===== src/rtl/jkff_down_counter_pkg.sv =====
// Shared definitions for the JK flip-flop counter family: control state
// encoding and the default counter width.
package counter_pkg;

  typedef enum logic [1:0] {
    ST_IDLE = 2'd0,
    ST_RUN  = 2'd1,
    ST_DONE = 2'd2
  } state_t;

  localparam int unsigned CNT_W_DEFAULT = 4;

endpackage


===== src/rtl/jkff_down_counter_cell.sv =====
// One JK flip-flop bit-cell with a synchronous parallel-load override.
// Reset is synchronous active-low; ld beats j/k.
module jkff_load_cell (
  input  logic clk,
  input  logic rst_n,
  input  logic j,
  input  logic k,
  input  logic ld,
  input  logic d,
  output logic q
);

  always_ff @(posedge clk) begin
    if (!rst_n) begin
      q <= 1'b0;
    end else if (ld) begin
      q <= d;
    end else begin
      unique case ({j, k})
        2'b11:   q <= ~q;
        2'b10:   q <= 1'b1;
        2'b01:   q <= 1'b0;
        default: q <= q;
      endcase
    end
  end

endmodule


===== src/rtl/jkff_down_counter.sv =====
// Loadable synchronous down counter built from toggle-mode JK cells, with
// free-running wrap mode (borrow pulse) and one-shot mode (stop at zero, done).
module jkff_down_counter
  import counter_pkg::*;
#(
  parameter int unsigned WIDTH = CNT_W_DEFAULT
) (
  input  logic             clk,
  input  logic             rst_n,
  input  logic             load,
  input  logic [WIDTH-1:0] load_val,
  input  logic             en,
  input  logic             one_shot,
  output logic [WIDTH-1:0] q,
  output logic             borrow,
  output logic             done,
  output logic             busy
);

  if (WIDTH < 2) begin : g_bad_width
    $error("jkff_down_counter: WIDTH must be at least 2");
  end

  state_t           state;
  state_t           state_nxt;
  logic             q_zero;
  logic             q_one;
  logic             cnt_en;
  logic [WIDTH-1:0] t;

  assign q_zero = (q == '0);
  assign q_one  = (q == WIDTH'(1));

  // A one-shot counter sitting at zero must not toggle into all-ones.
  assign cnt_en = (state == ST_RUN) & en & ~(one_shot & q_zero);

  // Bit i toggles when all lower bits are 0; each t[i] is built straight
  // from q rather than from t[i-1] to keep the chain free of self-reference.
  for (genvar gi = 0; gi < WIDTH; gi++) begin : g_cell
    if (gi == 0) begin : g_lsb
      assign t[gi] = cnt_en;
    end else begin : g_upper
      assign t[gi] = cnt_en & ~|q[gi-1:0];
    end

    jkff_load_cell u_cell (
      .clk   (clk),
      .rst_n (rst_n),
      .j     (t[gi]),
      .k     (t[gi]),
      .ld    (load),
      .d     (load_val[gi]),
      .q     (q[gi])
    );
  end

  always_ff @(posedge clk) begin
    if (!rst_n) begin
      state <= ST_IDLE;
    end else begin
      state <= state_nxt;
    end
  end

  always_comb begin
    state_nxt = state;
    if (load) begin
      state_nxt = (one_shot && load_val == '0) ? ST_DONE : ST_RUN;
    end else begin
      unique case (state)
        ST_IDLE: state_nxt = ST_IDLE;
        ST_RUN: begin
          if (en && one_shot && (q_one || q_zero)) begin
            state_nxt = ST_DONE;
          end
        end
        ST_DONE: state_nxt = ST_DONE;
        default: state_nxt = ST_IDLE;
      endcase
    end
  end

  // Borrow flags only an edge that actually wraps: reset or load override it.
  always_comb begin
    borrow = rst_n & ~load & (state == ST_RUN) & en & ~one_shot & q_zero;
    done   = (state == ST_DONE);
    busy   = (state == ST_RUN);
  end

endmodule


===== config.mk =====
export PLATFORM = sky130hd
export DESIGN_NAME = jkff_down_counter
export DESIGN_NICKNAME = d
export VERILOG_FILES = /design/src/rtl/jkff_down_counter_pkg.sv /design/src/rtl/jkff_down_counter_cell.sv /design/src/rtl/jkff_down_counter.sv
export SDC_FILE = /design/constraint.sdc
export NUM_CORES = 1
export LEC_CHECK = 0
export BUFFER_PORTS_ARGS = -buffer_cell sky130_fd_sc_hd__buf_2
export CORE_AREA = 2 2 39 41
export CTS_CLUSTER_SIZE = 16
export DETAILED_ROUTE_END_ITERATION = 12
export DIE_AREA = 0 0 41 43
export MAX_ROUTING_LAYER = met4
export PLACE_DENSITY = 0.6
export SETUP_SLACK_MARGIN = 0.15
export SLEW_MARGIN = 10
export SYNTH_ARGS = -nofsm -noshare
export SYNTH_HDL_FRONTEND = slang
export SYNTH_SLANG_ARGS = --single-unit

===== constraint.sdc =====
create_clock -name clk -period 2.05 [get_ports clk]
set_clock_uncertainty 0.15 [all_clocks]
set_input_delay 0.41 -clock clk [delete_from_list [all_inputs] [get_ports clk]]
set_output_delay 0.41 -clock clk [all_outputs]
set_load 0.01 [all_outputs]

After elaboration in Yosys (flattened, before gate mapping)

Cells that the tools add are included.

Bitwise operators: 18
Equality and inequality tests: 16
Mux-type cells: 12
Reductions and logical operators: 15

Operators by type and width:

| cell                                                                  | number |
|---|---|
| 2-bit equality test, second input constant                            | 9 |
| 4-bit nonzero test                                                    | 4 |
| 1-bit case mux with 3 select lines                                    | 4 |
| 1-bit bitwise AND                                                     | 11 |
| 2-bit by 1-bit equality test with 1-bit output, second input constant | 5 |
| 4-bit logical NOT                                                     | 2 |
| 1-bit inverter                                                        | 7 |
| 2-bit 2-to-1 mux                                                      | 3 |
| 4-bit by 1-bit equality test with 1-bit output, second input constant | 1 |
| 1-bit 2-to-1 mux                                                      | 4 |
| 2-bit case mux with 2 select lines                                    | 1 |
| 1-bit logical AND                                                     | 3 |
| 1-bit logical NOT                                                     | 3 |
| 3-bit by 2-bit != test with 1-bit output, second input constant       | 1 |
| 3-bit OR reduction                                                    | 1 |
| 2-bit OR reduction                                                    | 1 |
| 1-bit logical OR                                                      | 1 |

Word-level logic and storage cells: 66
Input port bits: 9
Flip-flop bits (word level): 6
Output and inout port bits: 7

Depth between registers and ports, before layout

Depth in word-level cells: 8
Mapped depth: 5
Depth with buffers taken out: 5

By module

A second synthesis with hierarchy kept.

Cells, all modules: 79
Area, all modules: 659.4 µm²

Modules (own cells, without submodules):

| module            | cells an instance | instances | area an instance (µm²) | sequential area each (µm²) |
|---|---|---|---|---|
| jkff_load_cell    | 12                | 4         | 106.4                  | 20.0 |
| jkff_down_counter | 31                | 1         | 234.0                  | 40.0 |

Worst setup path before layout

No wires, ideal clock.

Path kind: reg2out
Start: register state[1]
End: output borrow
Cell stages (with the launch flop): 6
Arrival time: 1,108 ps
Buffers on the path: 0
Setup slack: 382 ps
Cells stage by stage: dfxtp_1 inv_1 ha_1 nand4bb_4 nor2_1 and4_1

Word-level cells in the longest chain between the ends: 5

RTL lines:

| element                                        | line                    | RTL |
|---|---|---|
| start: declaration                             | jkff_down_counter.sv:24 | `state_t state;` |
| start signal: assignment                       | jkff_down_counter.sv:61 | `state <= state_nxt;` |
| 2-bit by 1-bit equality test with 1-bit output | --                      |  |
| named net busy                                 | jkff_down_counter.sv:17 | `output logic busy` |
| 1-bit bitwise AND (4 in a row)                 | jkff_down_counter.sv:85 | `borrow = rst_n & ~load & (state == ST_RUN) & en & ~one_shot & q_zero;` |
| end: declaration                               | jkff_down_counter.sv:15 | `output logic borrow,` |

The timed path passes the listed nets, and every way through them passes these cells.

Final worst setup path

Start: register state[1]
End: output borrow

Word-level cells in the longest chain between the ends: 5

RTL lines:

| element                                        | line |
|---|---|
| 2-bit by 1-bit equality test with 1-bit output | jkff_down_counter.sv:85 |
| 1-bit bitwise AND (4 in a row)                 | jkff_down_counter.sv:85 |

Every way passes these cells.

==> flow_metrics.env <==
export IMPL_crit_path_max_incr_delay_ps=320
export IMPL_place_worst_setup_slack_ps=317.6
export IMPL_synth_fp_nets=61
export IMPL_die_x_um=41
export IMPL_nNetsFinal=79
export IMPL_clkLatencyLatePin_ps=250
export IMPL_yosysTopAreaCell="dfxtp_1"
export IMPL_drive_above_1_share=0.4091
export IMPL_num_vias=442
export IMPL_synth_warnings=0
export IMPL_leakage_nw=0.2327
export IMPL_grt_max_degree=9
export IMPL_arrival_ps=1300
export IMPL_area_delta_synth_final_pct=27.65
export IMPL_ys_seq_area_frac=0.2824
export IMPL_worstSetupPathType="reg -> out"
export IMPL_netlist_area_um2=425.4
export IMPL_dieHeight_um=43
export IMPL_wl_mm=1.010
export IMPL_grt_pass1_vias=388
export IMPL_max_freq_mhz=538.7
export IMPL_dp_hpwl_um=753.4
export IMPL_die_area_um2=1763
export IMPL_drcViolationCount=0
export IMPL_cts_hold_buffers=0
export IMPL_period_minus_slack_ps=1856
export IMPL_setup_ws_ps=193.8
export IMPL_avgSynthCellArea_um2=8.508
export IMPL_cts_root_buf="clkbuf_4"
export IMPL_ant_nets=0
export IMPL_cts_path_max_buffers=2
export IMPL_cp_num_buf_inv=2
export IMPL_antenna_found_initial=0
export IMPL_cap_violations=0
export IMPL_first_pass_iters=4
export IMPL_core_um2=1384
export IMPL_reg2reg_depth=3
export IMPL_crit_fanout=3
export IMPL_vias_per_cell=5.390
export IMPL_finalSetupViolCount=0
export IMPL_synthTopCellsByArea="dfxtp_1 (28%), a21oi_1 (7.1%), buf_4 (7.1%)"
export IMPL_cts_clk_slew_worst_paths_ps=40
export IMPL_wire_per_inst_um=12.32
export IMPL_setup_tns_final_ps=0
export IMPL_portBuffers=15
export IMPL_yosys_area_top_type_share=0.2824
export IMPL_crit_family="simple AND/OR/NAND/NOR gates"
export IMPL_worstHoldPathType="in -> reg"
export IMPL_relSlewSlack=0.7056
export IMPL_worst_slew_pin_slew_ps=440.5
export IMPL_gp_congestion=0.7424
export IMPL_path_cells="inv_2 -> ha_4 -> nand4bb_4 -> nor2_1 -> and4_1 -> buf_2"
export IMPL_drt_iter0_drc=7
export IMPL_start_kind="register"
export IMPL_layout_common_cells="buf_2 (15), a21oi_1 (6), o21ai_0 (5)"
export IMPL_ys_types=23
export IMPL_grt_overflow=0
export IMPL_critPathRequiredTime_ps=1490
export IMPL_antenna_cells=0
export IMPL_irDropWorstVdd_mv=0.2252
export IMPL_powerDensity_nw_per_um2=583.4
export IMPL_io_pin_count=16
export IMPL_start_util=0.3074
export IMPL_grt_pass1_wl_mm=1.518
export IMPL_outcome="completed"
export IMPL_grt_total_usage=0.1368
export IMPL_crit_path_end_kind="primary output"
export IMPL_final_common_cell="buf_2"
export IMPL_cts_sinks=6
export IMPL_cts_tree="yes"
export IMPL_cts_htree_levels=1
export IMPL_numCtsBuffers=3
export IMPL_cpMaxStageDelayCell="dfxtp_2"
export IMPL_min_path_cells=2
export IMPL_post_route_period_util=0.9055
export IMPL_syn_inst=50
export IMPL_hold_violations=0
export IMPL_cp_depth=6
export IMPL_drv_slew=0
export IMPL_ys_ff_latch=6
export IMPL_nFillCells=142
export IMPL_grt_setup_unrepaired="true"
export IMPL_num_rows=14
state kept, by name (all words and copies together) (netlist names):
register and cells:
state 2, g_cell.u_cell.q 4
metrics by stage:
stage	area, µm²	power (mW)	instances	utilization	hold slack (ps)
floorplan	425.4	0.1829	50	-	365.0
global placement	490.5	0.2037	77	0.3544	397.0
detailed placement	490.5	0.2044	77	0.3544	402.9
CTS	533.0	0.3169	81	0.3852	293.6
global route	543.0	0.3377	82	0.3924	296.9
finish	543.0	0.3168	82	0.3924	292.7
worst paths after layout:
kind | from | endpoint | slack [ps]
max | state[1] | borrow | 190
max reg2reg | g_cell[3].u_cell.q | state[1] | 480
min | rst_n | state[1] | 290
min reg2reg | g_cell[2].u_cell.q | g_cell[2].u_cell.q | 410
cells in the mapped netlist (all sizes together):
library cell	count
nand3b	1
and3	1
and4	1
a21oi	6
buf	4
nand2b	1
a211o	3
or4	1
nor2	4
or2	1
a211oi	1
nor4b	1
nand2	2
dfxtp	6
nor3b	1
a31oi	2
o21a	1
ha	2
o21ai	5
nand4bb	1
o311a	1
inv	4
per-layer routing:
metal | track usage | routed length, µm
met1 | 0.1511 | 436
met2 | 0.1938 | 469
met3 | 0.03141 | 64
met4 | 0.1200 | 40
met5 | - | 0
layout make-up:
class | instances | area (µm²) | share of cell area
timing repair buffer | 17 | 90.09 | 0.1659
sequential | 6 | 122.6 | 0.2258
multi-input combinational | 36 | 272.8 | 0.5023
inverter | 4 | 15.01 | 0.02765
clock buffer | 3 | 22.52 | 0.04147
tap | 16 | 20.02 | 0.03687
where the power goes:
group	internal [mW]	switching, mW	total, mW	leakage [nW]
clock network	0.0661	0.0409	0.107	0.0138
logic	0.0349	0.0378	0.0727	0.168
registers	0.127	0.0105	0.137	0.0505
total	0.228	0.0892	0.317	0.233
worst reg2reg max path: stages, from the launching register on:
cell     delay [ps]
dfxtp_1         350
nor4b_2         470
a21oi_1         130
o311a_1         350
cells by family (layout without fill, tap and decap cells):
group                    after synthesis  after routing  share of synthesized area
buffers and inverters                  8             24                     0.1059
AO/OA/AOI/OAI                         19             19                     0.2824
adder cells (fa/ha/maj)                2              2                    0.05881
flip-flops                             6              6                     0.2824
AND/OR/NAND/NOR                       15             15                     0.2706
timing repair:
item / CTS / global route
gates resized for setup: 2 / 3
setup buffers: 1 / 1
pin swaps: 0 / 1
setup endpoints to repair: 1 / 1
Power figures use the tool's default switching activity.
